[src/rtl/hub_port_guard.sv]
// hub_port_guard: per-port jabber and partition guard in front of hub_core.
// Ports: clk, rst_n (async low); rx_dv_in/rx_er_in/rxd_in from PHY;
// collision from hub_core; rx_dv/rx_er/rxd guarded copies (1 clk later);
// jabber, partitioned status. Optional macro HUB_PORT_GUARD_STATS_EN
// adds jabber_events/partition_events saturating 16-bit counters.
module hub_port_guard #(
   parameter int JABBER_CYCLES   = 12500,
   parameter int UNJAB_CYCLES    = 24,
   parameter int PARTITION_LIMIT = 60,
   parameter int CLEAN_CYCLES    = 128
) (
   input  logic       clk,
   input  logic       rst_n,
   input  logic       rx_dv_in,
   input  logic       rx_er_in,
   input  logic [3:0] rxd_in,
   input  logic       collision,
   output logic       rx_dv,
   output logic       rx_er,
   output logic [3:0] rxd,
   output logic       jabber,
   output logic       partitioned
`ifdef HUB_PORT_GUARD_STATS_EN
   ,
   output logic [15:0] jabber_events,
   output logic [15:0] partition_events
`endif
);

   localparam int LW = $clog2(JABBER_CYCLES + 1);
   localparam int UW = $clog2(UNJAB_CYCLES + 1);
   localparam int CW = $clog2(PARTITION_LIMIT + 1);

   localparam logic [LW-1:0] LEN_MAX = LW'(JABBER_CYCLES);
   localparam logic [UW-1:0] UNJ_MAX = UW'(UNJAB_CYCLES);
   localparam logic [CW-1:0] COL_MAX = CW'(PARTITION_LIMIT);

   typedef enum logic [1:0] {
      S_WAIT_IDLE,
      S_IDLE,
      S_ACTIVE,
      S_JABBER
   } state_t;

   state_t        state_q;
   logic [LW-1:0] len_q;
   logic [UW-1:0] unjab_q;
   logic [CW-1:0] col_q;
   logic          col_seen_q;
   logic          fwd_q;
   logic          jabber_q;
   logic          part_q;
   logic          rx_dv_q;
   logic          rx_er_q;
   logic [3:0]    rxd_q;

   logic          start;
   logic          jab_hit;
   logic          fwd_now;
   logic [LW-1:0] len_d;
   logic [UW-1:0] unjab_d;
   logic [CW-1:0] col_d;

   assign start   = (state_q == S_IDLE) && rx_dv_in;
   assign jab_hit = (state_q == S_ACTIVE) && rx_dv_in && (len_q == LEN_MAX);

   // The first nibble is seen while still in IDLE, so the packet's
   // forwarding decision is taken combinationally on that cycle and then
   // held in fwd_q for the rest of the packet.
   assign fwd_now = start ? !part_q
                          : ((state_q == S_ACTIVE) && fwd_q && !jab_hit);

   assign len_d   = (len_q == LEN_MAX) ? len_q : len_q + LW'(1);
   assign unjab_d = (unjab_q == UNJ_MAX) ? unjab_q : unjab_q + UW'(1);
   assign col_d   = (col_q == COL_MAX) ? col_q : col_q + CW'(1);

   always_ff @(posedge clk or negedge rst_n) begin
      if (!rst_n) begin
         state_q    <= S_WAIT_IDLE;
         len_q      <= '0;
         unjab_q    <= '0;
         col_q      <= '0;
         col_seen_q <= 1'b0;
         fwd_q      <= 1'b0;
         jabber_q   <= 1'b0;
         part_q     <= 1'b0;
         rx_dv_q    <= 1'b0;
         rx_er_q    <= 1'b0;
         rxd_q      <= '0;
      end else begin
         rx_dv_q <= rx_dv_in & fwd_now;
         rx_er_q <= rx_er_in & fwd_now;
         rxd_q   <= fwd_now ? rxd_in : 4'h0;
         case (state_q)
            S_WAIT_IDLE: begin
               if (!rx_dv_in) state_q <= S_IDLE;
            end
            S_IDLE: begin
               if (rx_dv_in) begin
                  state_q    <= S_ACTIVE;
                  len_q      <= LW'(1);
                  col_seen_q <= collision;
                  fwd_q      <= !part_q;
               end
            end
            S_ACTIVE: begin
               if (!rx_dv_in) begin
                  state_q <= S_IDLE;
                  if (col_seen_q) begin
                     col_q <= col_d;
                     if (col_d == COL_MAX) part_q <= 1'b1;
                  end else if (32'(len_q) >= CLEAN_CYCLES) begin
                     col_q  <= '0;
                     part_q <= 1'b0;
                  end
               end else if (len_q == LEN_MAX) begin
                  state_q  <= S_JABBER;
                  jabber_q <= 1'b1;
                  unjab_q  <= '0;
               end else begin
                  len_q <= len_d;
                  if (collision) col_seen_q <= 1'b1;
               end
            end
            S_JABBER: begin
               if (rx_dv_in) begin
                  unjab_q <= '0;
               end else if (unjab_d == UNJ_MAX) begin
                  state_q  <= S_IDLE;
                  jabber_q <= 1'b0;
                  unjab_q  <= '0;
               end else begin
                  unjab_q <= unjab_d;
               end
            end
            default: state_q <= S_WAIT_IDLE;
         endcase
      end
   end

   assign rx_dv       = rx_dv_q;
   assign rx_er       = rx_er_q;
   assign rxd         = rxd_q;
   assign jabber      = jabber_q;
   assign partitioned = part_q;

`ifdef HUB_PORT_GUARD_STATS_EN
   logic        part_set;
   logic [15:0] jev_q;
   logic [15:0] pev_q;

   assign part_set = (state_q == S_ACTIVE) && !rx_dv_in && col_seen_q
                     && (col_d == COL_MAX) && !part_q;

   always_ff @(posedge clk or negedge rst_n) begin
      if (!rst_n) begin
         jev_q <= '0;
         pev_q <= '0;
      end else begin
         if (jab_hit && jev_q != 16'hffff) jev_q <= jev_q + 16'd1;
         if (part_set && pev_q != 16'hffff) pev_q <= pev_q + 16'd1;
      end
   end

   assign jabber_events    = jev_q;
   assign partition_events = pev_q;
`endif

endmodule
[config.mk]
export PLATFORM = sky130hd
export DESIGN_NAME = hub_port_guard
export DESIGN_NICKNAME = d
export VERILOG_FILES = /design/src/rtl/hub_port_guard.sv
export SDC_FILE = /design/constraint.sdc
export NUM_CORES = 1
export LEC_CHECK = 0
export CAP_MARGIN = 10
export CORE_UTILIZATION = 53
export DETAILED_ROUTE_END_ITERATION = 10
export GPL_TIMING_DRIVEN = 0
export HOLD_SLACK_MARGIN = 0.06
export PLACE_DENSITY = 0.82
export SLEW_MARGIN = 20
export SYNTH_ARGS = -nofsm -noshare
export SYNTH_HDL_FRONTEND = slang
export SYNTH_SLANG_ARGS = --single-unit
[constraint.sdc]
create_clock -name clk -period 4.8 [get_ports clk]
set_clock_uncertainty 0.2 [all_clocks]
set_input_delay 0.96 -clock clk [delete_from_list [all_inputs] [get_ports clk]]
set_output_delay 0.96 -clock clk [all_outputs]
set_load 0.05 [all_outputs]
==> results of run 1 <==
## per-stage QoR
step | worst slack (ns) | power (mW) | hold WS [ns] | utilization
3_3_place_gp | 1.69 | 0.796 | 0.281 | 0.627
5_1_grt | 1.83 | 1.09 | 0.339 | 0.653
6_report | 1.99 | 1.01 | 0.308 | 0.653
2_1_floorplan | 2.38 | 0.704 | 0.268 | -
3_5_place_dp | 1.70 | 0.809 | 0.290 | 0.631
4_1_cts | 1.99 | 1.02 | 0.306 | 0.653
## metal layers
| metal | track usage | up-vias | share of wire |
|---|---|---|---|
| li1 | - | 891 | - |
| met1 | 0.289 | 842 | 0.48 |
| met2 | 0.378 | 36 | 0.48 |
| met3 | 0.0483 | 4 | 0.035 |
| met4 | 0.0870 | 0 | 0.012 |
| met5 | 0 | - | 0 |
## registers in the layout (all words and copies together), names as in the netlist
register / count
len_q: 14
col_q: 6
unjab_q: 5
rxd: 4
state_q: 2
col_seen_q: 1
fwd_q: 1
jabber: 1
partitioned: 1
rx_dv: 1
rx_er: 1
## cell type report
| type | instances | area (um^2) | area share |
|---|---|---|---|
| Clock inverter | 2 | 10.0 | 0.00403 |
| Buffer | 8 | 31.3 | 0.0126 |
| Inverter | 17 | 63.8 | 0.0257 |
| Multi-Input combinational cell | 175 | 1140 | 0.460 |
| Timing Repair Buffer | 17 | 175 | 0.0706 |
| Sequential cell | 37 | 926 | 0.373 |
| Tap cell | 48 | 60.1 | 0.0242 |
| Clock buffer | 6 | 72.6 | 0.0292 |
## power breakdown
part / leakage, nW / switching, mW / internal [mW] / total, mW
Sequential: 0.491 / 0.0516 / 0.366 / 0.417
Clock: 0.0450 / 0.110 / 0.101 / 0.211
Combinational: 0.531 / 0.234 / 0.152 / 0.386
Total: 1.07 / 0.396 / 0.618 / 1.01
## cells by family after synthesis
logic type	synth area share
buffers and inverters	0.0440
and+or+nand+nor	0.241
DFF	0.428
muxes	0.00925
AOI/OAI and AO/OA	0.169
xor gates and xnor gates	0.0445
adders and majority gates	0.0636
## synth_stat cells, types with 2 or more instances
cell type                  number
sky130_fd_sc_hd__a211o_1        3
sky130_fd_sc_hd__a21o_1         2
sky130_fd_sc_hd__a21oi_1       12
sky130_fd_sc_hd__a31oi_1        2
sky130_fd_sc_hd__and3_1         2
sky130_fd_sc_hd__clkbuf_1       7
sky130_fd_sc_hd__dfrtp_1       37
sky130_fd_sc_hd__ha_1          11
sky130_fd_sc_hd__inv_1         17
sky130_fd_sc_hd__mux2i_1        2
sky130_fd_sc_hd__nand2_1       15
sky130_fd_sc_hd__nand3_1       18
sky130_fd_sc_hd__nand3b_1       2
sky130_fd_sc_hd__nand4_1        3
sky130_fd_sc_hd__nand4b_1       2
sky130_fd_sc_hd__nor2_1        23
sky130_fd_sc_hd__nor2b_1       13
sky130_fd_sc_hd__nor3_1         2
sky130_fd_sc_hd__o21a_1         2
sky130_fd_sc_hd__o21ai_0       17
sky130_fd_sc_hd__o21ai_1        2
sky130_fd_sc_hd__or3_1          5
sky130_fd_sc_hd__or4_1          4
sky130_fd_sc_hd__xnor2_1        9
sky130_fd_sc_hd__xor2_1         2
## worst max-delay path, cell delays in order
cell	delay (ns)
sky130_fd_sc_hd__clkdlybuf4s50_1	0.48
sky130_fd_sc_hd__clkbuf_1	0.32
sky130_fd_sc_hd__o21a_1	0.24
sky130_fd_sc_hd__nand2_1	0.08
sky130_fd_sc_hd__a2111oi_0	0.46
sky130_fd_sc_hd__xnor2_1	0.18
sky130_fd_sc_hd__nor2_1	0.05
## path summary, 6_finish.rpt
| kind | to | slack (ns) |
|---|---|---|
| worst max-delay path | len_q[5]$_DFFE_PN0P_ | 1.99 |
| worst min-delay path | fwd_q$_DFFE_PN0P_ | 0.31 |
| worst max register to register | len_q[9]$_DFFE_PN0P_ | 2.19 |
| worst min register to register | fwd_q$_DFFE_PN0P_ | 0.31 |
| max in group asynchronous | col_seen_q$_DFFE_PN0P_ | 3.63 |
| min in group asynchronous | len_q[2]$_DFFE_PN0P_ | 0.34 |
==> impl_metrics.toml, run 1 <==
[status]
outcome = "finished clean"

[timing]
timing.final.crit_period_ns = 2.81
relSlewSlack = 0.594
setup_violations_final = 0
hold_viol = 0
max_freq_ghz = 0.356
setup_repair_after_global_routing_missed_its_margin = "false"
timing.final.max_slew_violations = 0
worstMarginPinSlew_ns = 0.604
post_route_setup_tns_ns = 0
fin_crit_sh = 0.585

[logic_synthesis]
post-synth-top-area-cell = "sky130_fd_sc_hd__dfrtp_1"
avgSynthCellArea_um2 = 9.13
asyncSetResetFlopFracSynth = 1.00
count_of_unique_library_cells_instantiated_by_yosys = 48
yosys_warnings = 0
synth_cells = 237
synth.top_cell.area_share = 0.428
yosysSeqAreaShare = 0.428
synthFlopType = "sky130_fd_sc_hd__dfrtp_1"
synth_area_um2 = 2160
synth_edf_count = 0
syn_nets = 257
ys_ff_latch = 37
synthTopCellsByArea = "sky130_fd_sc_hd__dfrtp_1, sky130_fd_sc_hd__ha_1, sky130_fd_sc_hd__nand3_1, sky130_fd_sc_hd__nor2_1, sky130_fd_sc_hd__o21ai_0"

[grt]
grt_pass1_wl_mm = 7.56
grt_pass1_vias = 1721
grt_start_max_net_pins = 27
grt_util_all_layers = 0.228
antenna_violations_before_repair = 0
grt-ovfl-total = 0

[route]
routedWlPerCell_um = 13.7
drt-initial-drc-count = 114
postRouteAntennaNets = 0
wirelength_mm = 4.24
detail_route.vias_per_cell = 5.72
drc_viols = 0
detailed_routing_iteration_count_for_the_pre_antenna_repair_pass = 4
route.vias.total = 1773

[floorplan]
fp.dieArea_um2 = 4340
dieWidth_um = 65.9
core-area_um2 = 3800
start_util = 0.569
fp.dieH_um = 65.9
boundaryPins = 17
row_count = 22

[critical_path]
critical_path.startpoint = "rx_dv_in"
critical_path.max_fanout = 10
ff2ff_path_depth = 7
crit_required_ns = 4.76
endpoint_kind = "flip-flop"
critPathKind = "input pin to flip-flop"
worstPathArrival_ns = 2.77
startpoint_type = "input pin"
regToRegStartpoint = "state_q[1]$_DFFE_PN0P_"

[finish]
nNetsFinal = 281
layout.cells.most_common = "sky130_fd_sc_hd__dfrtp_1"
antenna_cells = 0
commonest_cells_after_routing_fill_and_taps_aside = "sky130_fd_sc_hd__dfrtp_1, sky130_fd_sc_hd__nor2_1, sky130_fd_sc_hd__nand3_1, sky130_fd_sc_hd__inv_1, sky130_fd_sc_hd__o21ai_0"
layout-drive-gt1-share = 0.0534
layout-area-overhead-vs-synth_pct = 14.7
final_cell_area_um2 = 2480
post_layout_nonfiller_instances = 310
n_fill_cell = 319

[pwr]
power-per-cell-area_nw_per_um2 = 409
cellLeakagePower_nw = 1.07
worst_ir_drop_vdd_mv = 0.203

[clock_network]
cts_root_buffer = "sky130_fd_sc_hd__clkbuf_8"
clock_sinks = 37
cts.reportedPaths.clkPinSlew_ns = 0.07
ctsResizeCount = 0
clockBufferDepth = 2
cts-hold-fix-buffers = 0
htree_levels = 2
tritoncts = "done"
cts_inserted_buffers = 5
postCtsSetupRepairBufs = 0
insertion_delay_ns = 0.29

[flow_run]
max_cap_violations = 0

[placed_design]
postPlaceCellArea_um2 = 2400
post-dp-hpwl_mm = 3.12
numPlacedInstances = 302
final_weighted_congestion_in_routability_driven_placement = 0.905
portBuffers = 16

[hold_path]
worst_min_path_start = "fwd_q$_DFFE_PN0P_"
worst_hold_path_type = "flip-flop to flip-flop"
number_of_stages_on_the_worst_hold_path = 1
No activity file was read; power rests on OpenSTA's default activity.
==> run 2: changes to the inputs <==
clock period = 2.7 ns   (was 4.8 ns; I/O delays follow)
==> run 2 against run 1 <==
Net effect: cell area up 0.25%; clock power up 77%; die area unchanged; critical path type is now flip-flop to flip-flop; largest cell class unchanged.
==> impl_metrics.toml, run 2 (synthesized netlist as in run 1, its figures left out) <==
[status]
outcome = "finished clean"

[critical_path]
crit-reg2reg-capture = "len_q[9]$_DFFE_PN0P_"
r2r_slack_ns = 0.20
worstPathArrival_ns = 2.51
critPathKind = "flip-flop to flip-flop"
ff2ff_path_depth = 6
crit_path_end = "len_q[9]$_DFFE_PN0P_"
critical_path.max_fanout = 9
endpoint_kind = "flip-flop"
critical_path.startpoint = "state_q[1]$_DFFE_PN0P_"
worst_path_largest_cell_delay_ns = 0.61
regToRegStartpoint = "state_q[1]$_DFFE_PN0P_"
crit_required_ns = 2.71
startpoint_type = "flip-flop"
worstPathCellList = "inv_1 > ha_1 > o21ai_1 > or4_1 > or3_1 > a21oi_1"
timing.critical_path.slowest_stage_cell = "sky130_fd_sc_hd__or4_1"

[grt]
grt_pass1_wl_mm = 7.58
grt-ovfl-total = 0
grt_start_max_net_pins = 27
antenna_violations_before_repair = 0
grt_util_all_layers = 0.228
grt_pass1_vias = 1724

[pwr]
worst_ir_drop_vdd_mv = 0.362
pwr-share-comb = 0.381
sw_frac_of_total = 0.389
cellInternalPower_mw = 1.10
power-per-cell-area_nw_per_um2 = 725
seq_power_share = 0.412
total_switching_power_uw = 702
clkPwrFrac = 0.207
cellLeakagePower_nw = 1.07

[clock_network]
insertion_delay_ns = 0.29
cts.reportedPaths.clkPinSlew_ns = 0.07
tritoncts = "done"
cts_root_buffer = "sky130_fd_sc_hd__clkbuf_8"
clockBufferDepth = 2
clock_sinks = 37
cts_inserted_buffers = 5
htree_levels = 2

[route]
route.vias.total = 1766
detailed_routing_iteration_count_for_the_pre_antenna_repair_pass = 4
postRouteAntennaNets = 0
drt-initial-drc-count = 136
routedWlPerCell_um = 13.7
detail_route.vias_per_cell = 5.70
drc_viols = 0
wirelength_mm = 4.25

[placed_design]
portBuffers = 16
post-dp-hpwl_mm = 3.12
numPlacedInstances = 302
final_weighted_congestion_in_routability_driven_placement = 0.905
preCtsSetupSlack_ns = 0.0154

[finish]
largest_reg_flops = 14
multi_input_area_um2 = 1140
nNetsFinal = 281
layout-drive-gt1-share = 0.0534
commonest_cells_after_routing_fill_and_taps_aside = "sky130_fd_sc_hd__dfrtp_1, sky130_fd_sc_hd__nor2_1, sky130_fd_sc_hd__nand3_1, sky130_fd_sc_hd__inv_1, sky130_fd_sc_hd__o21ai_0"
regArea_um2 = 926
layout.cells.most_common = "sky130_fd_sc_hd__dfrtp_1"
antenna_cells = 0
top_register = "len_q"
layout-area-overhead-vs-synth_pct = 15.0
largest_registers_in_the_final_layout = "len_q (14), col_q (6), unjab_q (5)"
post_layout_nonfiller_instances = 310
n_fill_cell = 317

[flow_run]
max_cap_violations = 0

[timing]
relSlewSlack = 0.594
hold_viol = 0
timing.final.max_slew_violations = 0
setup_repair_after_global_routing_missed_its_margin = "false"
worstMarginPinSlew_ns = 0.605
post_route_setup_tns_ns = 0
max_freq_ghz = 0.400
timing.final.crit_period_ns = 2.50
fin_crit_sh = 0.925
setup_ws_ns = 0.202
timing.hold.ws_ns = 0.308
setup_violations_final = 0

[floorplan]
fp.dieH_um = 65.9
row_count = 22
fp.dieArea_um2 = 4340
dieWidth_um = 65.9
core-area_um2 = 3800
start_util = 0.569
boundaryPins = 17

[hold_path]
number_of_stages_on_the_worst_hold_path = 1
worst_hold_path_type = "flip-flop to flip-flop"
## run 2: cell count changes in the layout (fill, tap and decap cells not counted)
cell | before | now
sky130_fd_sc_hd__clkbuf_1 | 8 | 7
sky130_fd_sc_hd__dlygate4sd3_1 | 0 | 1
## run 2: layer usage
metal | up-vias | GRT usage | part of all wire
li1 | 890 | - | -
met1 | 834 | 0.289 | 0.48
met2 | 38 | 0.379 | 0.48
met3 | 4 | 0.0483 | 0.035
met4 | 0 | 0.0870 | 0.012
met5 | - | 0 | 0
## run 2: timing repair
| item | 4_1_cts | 5_1_grt |
|---|---|---|
| setup endpoints to repair | 0 | 7 |
| hold buffers | 1 | 0 |
| hold endpoints to repair | 11 | 0 |
| buffers inserted | 0 | 0 |
| resized for setup | 0 | 0 |
## run 2: worst min path at each step
| stage | slack, ns | to | start |
|---|---|---|---|
| finish | 0.31 | fwd_q$_DFFE_PN0P_ | fwd_q$_DFFE_PN0P_ |
| global route | 0.34 | fwd_q$_DFFE_PN0P_ | fwd_q$_DFFE_PN0P_ |
| CTS | 0.31 | fwd_q$_DFFE_PN0P_ | fwd_q$_DFFE_PN0P_ |
| detailed placement | 0.24 | len_q[6]$_DFFE_PN0P_ | rst_n |
| global placement | 0.28 | fwd_q$_DFFE_PN0P_ | fwd_q$_DFFE_PN0P_ |
| floorplan | 0.04 | col_q[0]$_DFFE_PN0P_ | rst_n |
## run 2: stage by stage
step / power [mW] / area [um^2] / utilization
after floorplan: 1.25 / 2160 / -
after detailed placement: 1.44 / 2400 / 0.631
after CTS: 1.81 / 2490 / 0.656
after global routing: 1.95 / 2490 / 0.655
after global placement: 1.41 / 2380 / 0.627
final: 1.80 / 2490 / 0.655
## run 2: cell type report
cell class / instances / share of cell area
Inverter: 17 / 0.0257
Multi-Input combinational cell: 175 / 0.459
Clock inverter: 2 / 0.00402
Timing Repair Buffer: 18 / 0.0744
Tap cell: 48 / 0.0241
Sequential cell: 37 / 0.372
Buffer: 7 / 0.0111
Clock buffer: 6 / 0.0292
## run 2: critical path: cells and delay by family, from the launching register on
family | cells | cell delay, ns
DFF | 1 | 0.44
and+or+nand+nor | 2 | 0.99
buffers and inverters | 1 | 0.12
AOI/OAI and AO/OA | 2 | 0.34
adders and majority gates | 1 | 0.34
## run 2: power groups by stage
stage,clock network [mW],registers (mW),logic [mW]
2_1_floorplan,0,0.808,0.443
3_3_place_gp,0,0.746,0.669
3_5_place_dp,0,0.752,0.686
4_1_cts,0.382,0.741,0.690
5_1_grt,0.403,0.759,0.784
6_report,0.374,0.742,0.687
==> run 3: changes to the inputs <==
CELL_PAD_IN_SITES_DETAIL_PLACEMENT = 1   (was unset)
CELL_PAD_IN_SITES_GLOBAL_PLACEMENT = 2   (was unset)
CORE_UTILIZATION = 36   (was 53)
PLACE_DENSITY = 0.86   (was 0.82)
==> run 3 against run 2 <==
Net effect: via count rose by 2.2%; worst hold slack improved by 0.0030 ns; highest routed layer unchanged; cell area rose by 1.6%; power rose by 4.3%; largest power group unchanged; setup slack got worse by 0.031 ns; non-clock buffer count did not move; cell count rose by 7.7%; critical path type unchanged; sequential share of layout area fell by 0.59 points; critical path depth did not move; global-route usage fell by 4.5 points; utilization fell by 21 points.
==> impl_metrics.toml, run 3 (synthesized netlist as in run 1, its figures left out) <==
[status]
outcome = "finished clean"

[clock_network]
htree_levels = 2
cts_inserted_buffers = 5
cts.reportedPaths.clkPinSlew_ns = 0.09
clockBufferDepth = 2
clock_sinks = 37
tritoncts = "done"
insertion_delay_ns = 0.30
cts_root_buffer = "sky130_fd_sc_hd__clkbuf_8"

[timing]
timing.final.crit_period_ns = 2.53
post_route_setup_tns_ns = 0
max_freq_ghz = 0.395
setup_violations_final = 0
setup_repair_after_global_routing_missed_its_margin = "false"
timing.final.max_slew_violations = 0
hold_viol = 0
relSlewSlack = 0.542
fin_crit_sh = 0.937
worstMarginPinSlew_ns = 0.683
timing.hold.ws_ns = 0.311

[route]
drt-initial-drc-count = 49
drc_viols = 0
postRouteAntennaNets = 0
detailed_routing_iteration_count_for_the_pre_antenna_repair_pass = 4
route.vias.total = 1805
detail_route.vias_per_cell = 5.40
routedWlPerCell_um = 15.5
wirelength_mm = 5.17

[floorplan]
dieWidth_um = 79.5
fp.dieArea_um2 = 6320
start_util = 0.383
row_count = 27
core-area_um2 = 5640
fp.dieH_um = 79.5
boundaryPins = 17

[finish]
nNetsFinal = 281
layout.cells.most_common = "sky130_fd_sc_hd__dfrtp_1"
largest_registers_in_the_final_layout = "len_q (14), col_q (6), unjab_q (5)"
antenna_cells = 0
top_register = "len_q"
final_cell_area_um2 = 2530
largest_reg_flops = 14
post_layout_nonfiller_instances = 334
layout-drive-gt1-share = 0.0611
commonest_cells_after_routing_fill_and_taps_aside = "sky130_fd_sc_hd__dfrtp_1, sky130_fd_sc_hd__nor2_1, sky130_fd_sc_hd__nand3_1, sky130_fd_sc_hd__inv_1, sky130_fd_sc_hd__o21ai_0"
layout-area-overhead-vs-synth_pct = 16.8

[grt]
antenna_violations_before_repair = 0
grt_start_max_net_pins = 26
grt_pass1_wl_mm = 9.11
grt_pass1_vias = 1926
grt-ovfl-total = 0
grt_util_all_layers = 0.183

[critical_path]
ff2ff_path_depth = 6
crit-reg2reg-capture = "partitioned$_DFFE_PN0P_"
critical_path.startpoint = "col_seen_q$_DFFE_PN0P_"
crit_required_ns = 2.69
endpoint_kind = "flip-flop"
worstPathCellList = "clkbuf_1 > or4_1 > o21ai_1 > a311oi_1 > a41oi_1 > nor2_1"
critical_path.max_fanout = 10
worstPathArrival_ns = 2.52
timing.critical_path.slowest_stage_cell = "sky130_fd_sc_hd__or4_1"
startpoint_type = "flip-flop"
worst_path_dominant_cell_family = "compound AO/OA/AOI/OAI gates"
path_buf_inv = 1
regToRegStartpoint = "col_seen_q$_DFFE_PN0P_"
worst_path_largest_cell_delay_ns = 0.58
critPathKind = "flip-flop to flip-flop"
r2r_slack_ns = 0.17

[pwr]
cellLeakagePower_nw = 1.07
worst_ir_drop_vdd_mv = 0.245
power-per-cell-area_nw_per_um2 = 744

[placed_design]
postPlaceCellArea_um2 = 2430
portBuffers = 16
final_weighted_congestion_in_routability_driven_placement = 0.767
post-dp-hpwl_mm = 3.80
numPlacedInstances = 326

[hold_path]
worst_hold_path_type = "flip-flop to flip-flop"
worst_min_path_start = "fwd_q$_DFFE_PN0P_"
number_of_stages_on_the_worst_hold_path = 1
hold_path_end = "fwd_q$_DFFE_PN0P_"

[flow_run]
max_cap_violations = 0
[run 3: worst max path at each step]
stage | endpoint | slack, ns | cells past startpoint
floorplan | len_q[8]$_DFFE_PN0P_ | 0.42 | 8
global placement | unjab_q[1]$_DFFE_PN0P_ | -0.07 | 1
detailed placement | len_q[5]$_DFFE_PN0P_ | -0.07 | 7
CTS | len_q[9]$_DFFE_PN0P_ | 0.07 | 7
global route | col_q[2]$_DFFE_PN0P_ | 0.0007 | 6
finish | partitioned$_DFFE_PN0P_ | 0.17 | 6
[run 3: stage by stage]
step | utilization | worst slack, ns | total power [mW]
finish | 0.448 | 0.170 | 1.88
CTS | 0.448 | 0.0714 | 1.90
floorplan | - | 0.416 | 1.25
global route | 0.448 | 0.000676 | 2.02
detailed placement | 0.430 | -0.0721 | 1.48
global placement | 0.428 | -0.0729 | 1.44
[run 3: worst register-to-register path: cells and delay by family (launching register included)]
family	cells	cell delay (ns)
AO/OA/AOI/OAI	3	0.98
flip-flops	1	0.36
buffers and inverters	1	0.23
AND/OR/NAND/NOR	2	0.65
[run 3: layout make-up]
type	count	area (um^2)
Fill cell	660	3110
Multi-Input combinational cell	175	1140
Sequential cell	37	926
Timing Repair Buffer	18	185
Tap cell	72	90.1
Clock buffer	5	68.8
Inverter	17	63.8
Buffer	7	27.5
Clock inverter	3	21.3
[run 3: report_power, final]
| group | switching [mW] | internal, mW | leakage [nW] |
|---|---|---|---|
| Clock | 0.230 | 0.184 | 0.0445 |
| Combinational | 0.438 | 0.277 | 0.533 |
| Sequential | 0.101 | 0.650 | 0.491 |
| Total | 0.769 | 1.11 | 1.07 |
[run 3: routing by layer]
metal,global-route usage,wire (um),up-vias
met5,0,0,-
met4,0.0436,47,0
met3,0.0377,150,6
met2,0.300,2410,22
met1,0.246,2570,892
li1,-,-,885
[run 3: what timing repair did]
action	CTS	global route
buffers inserted	0	0
endpoints found under the hold margin	12	0
hold buffers	1	0
gates resized for setup	0	1
setup endpoints to repair	0	7
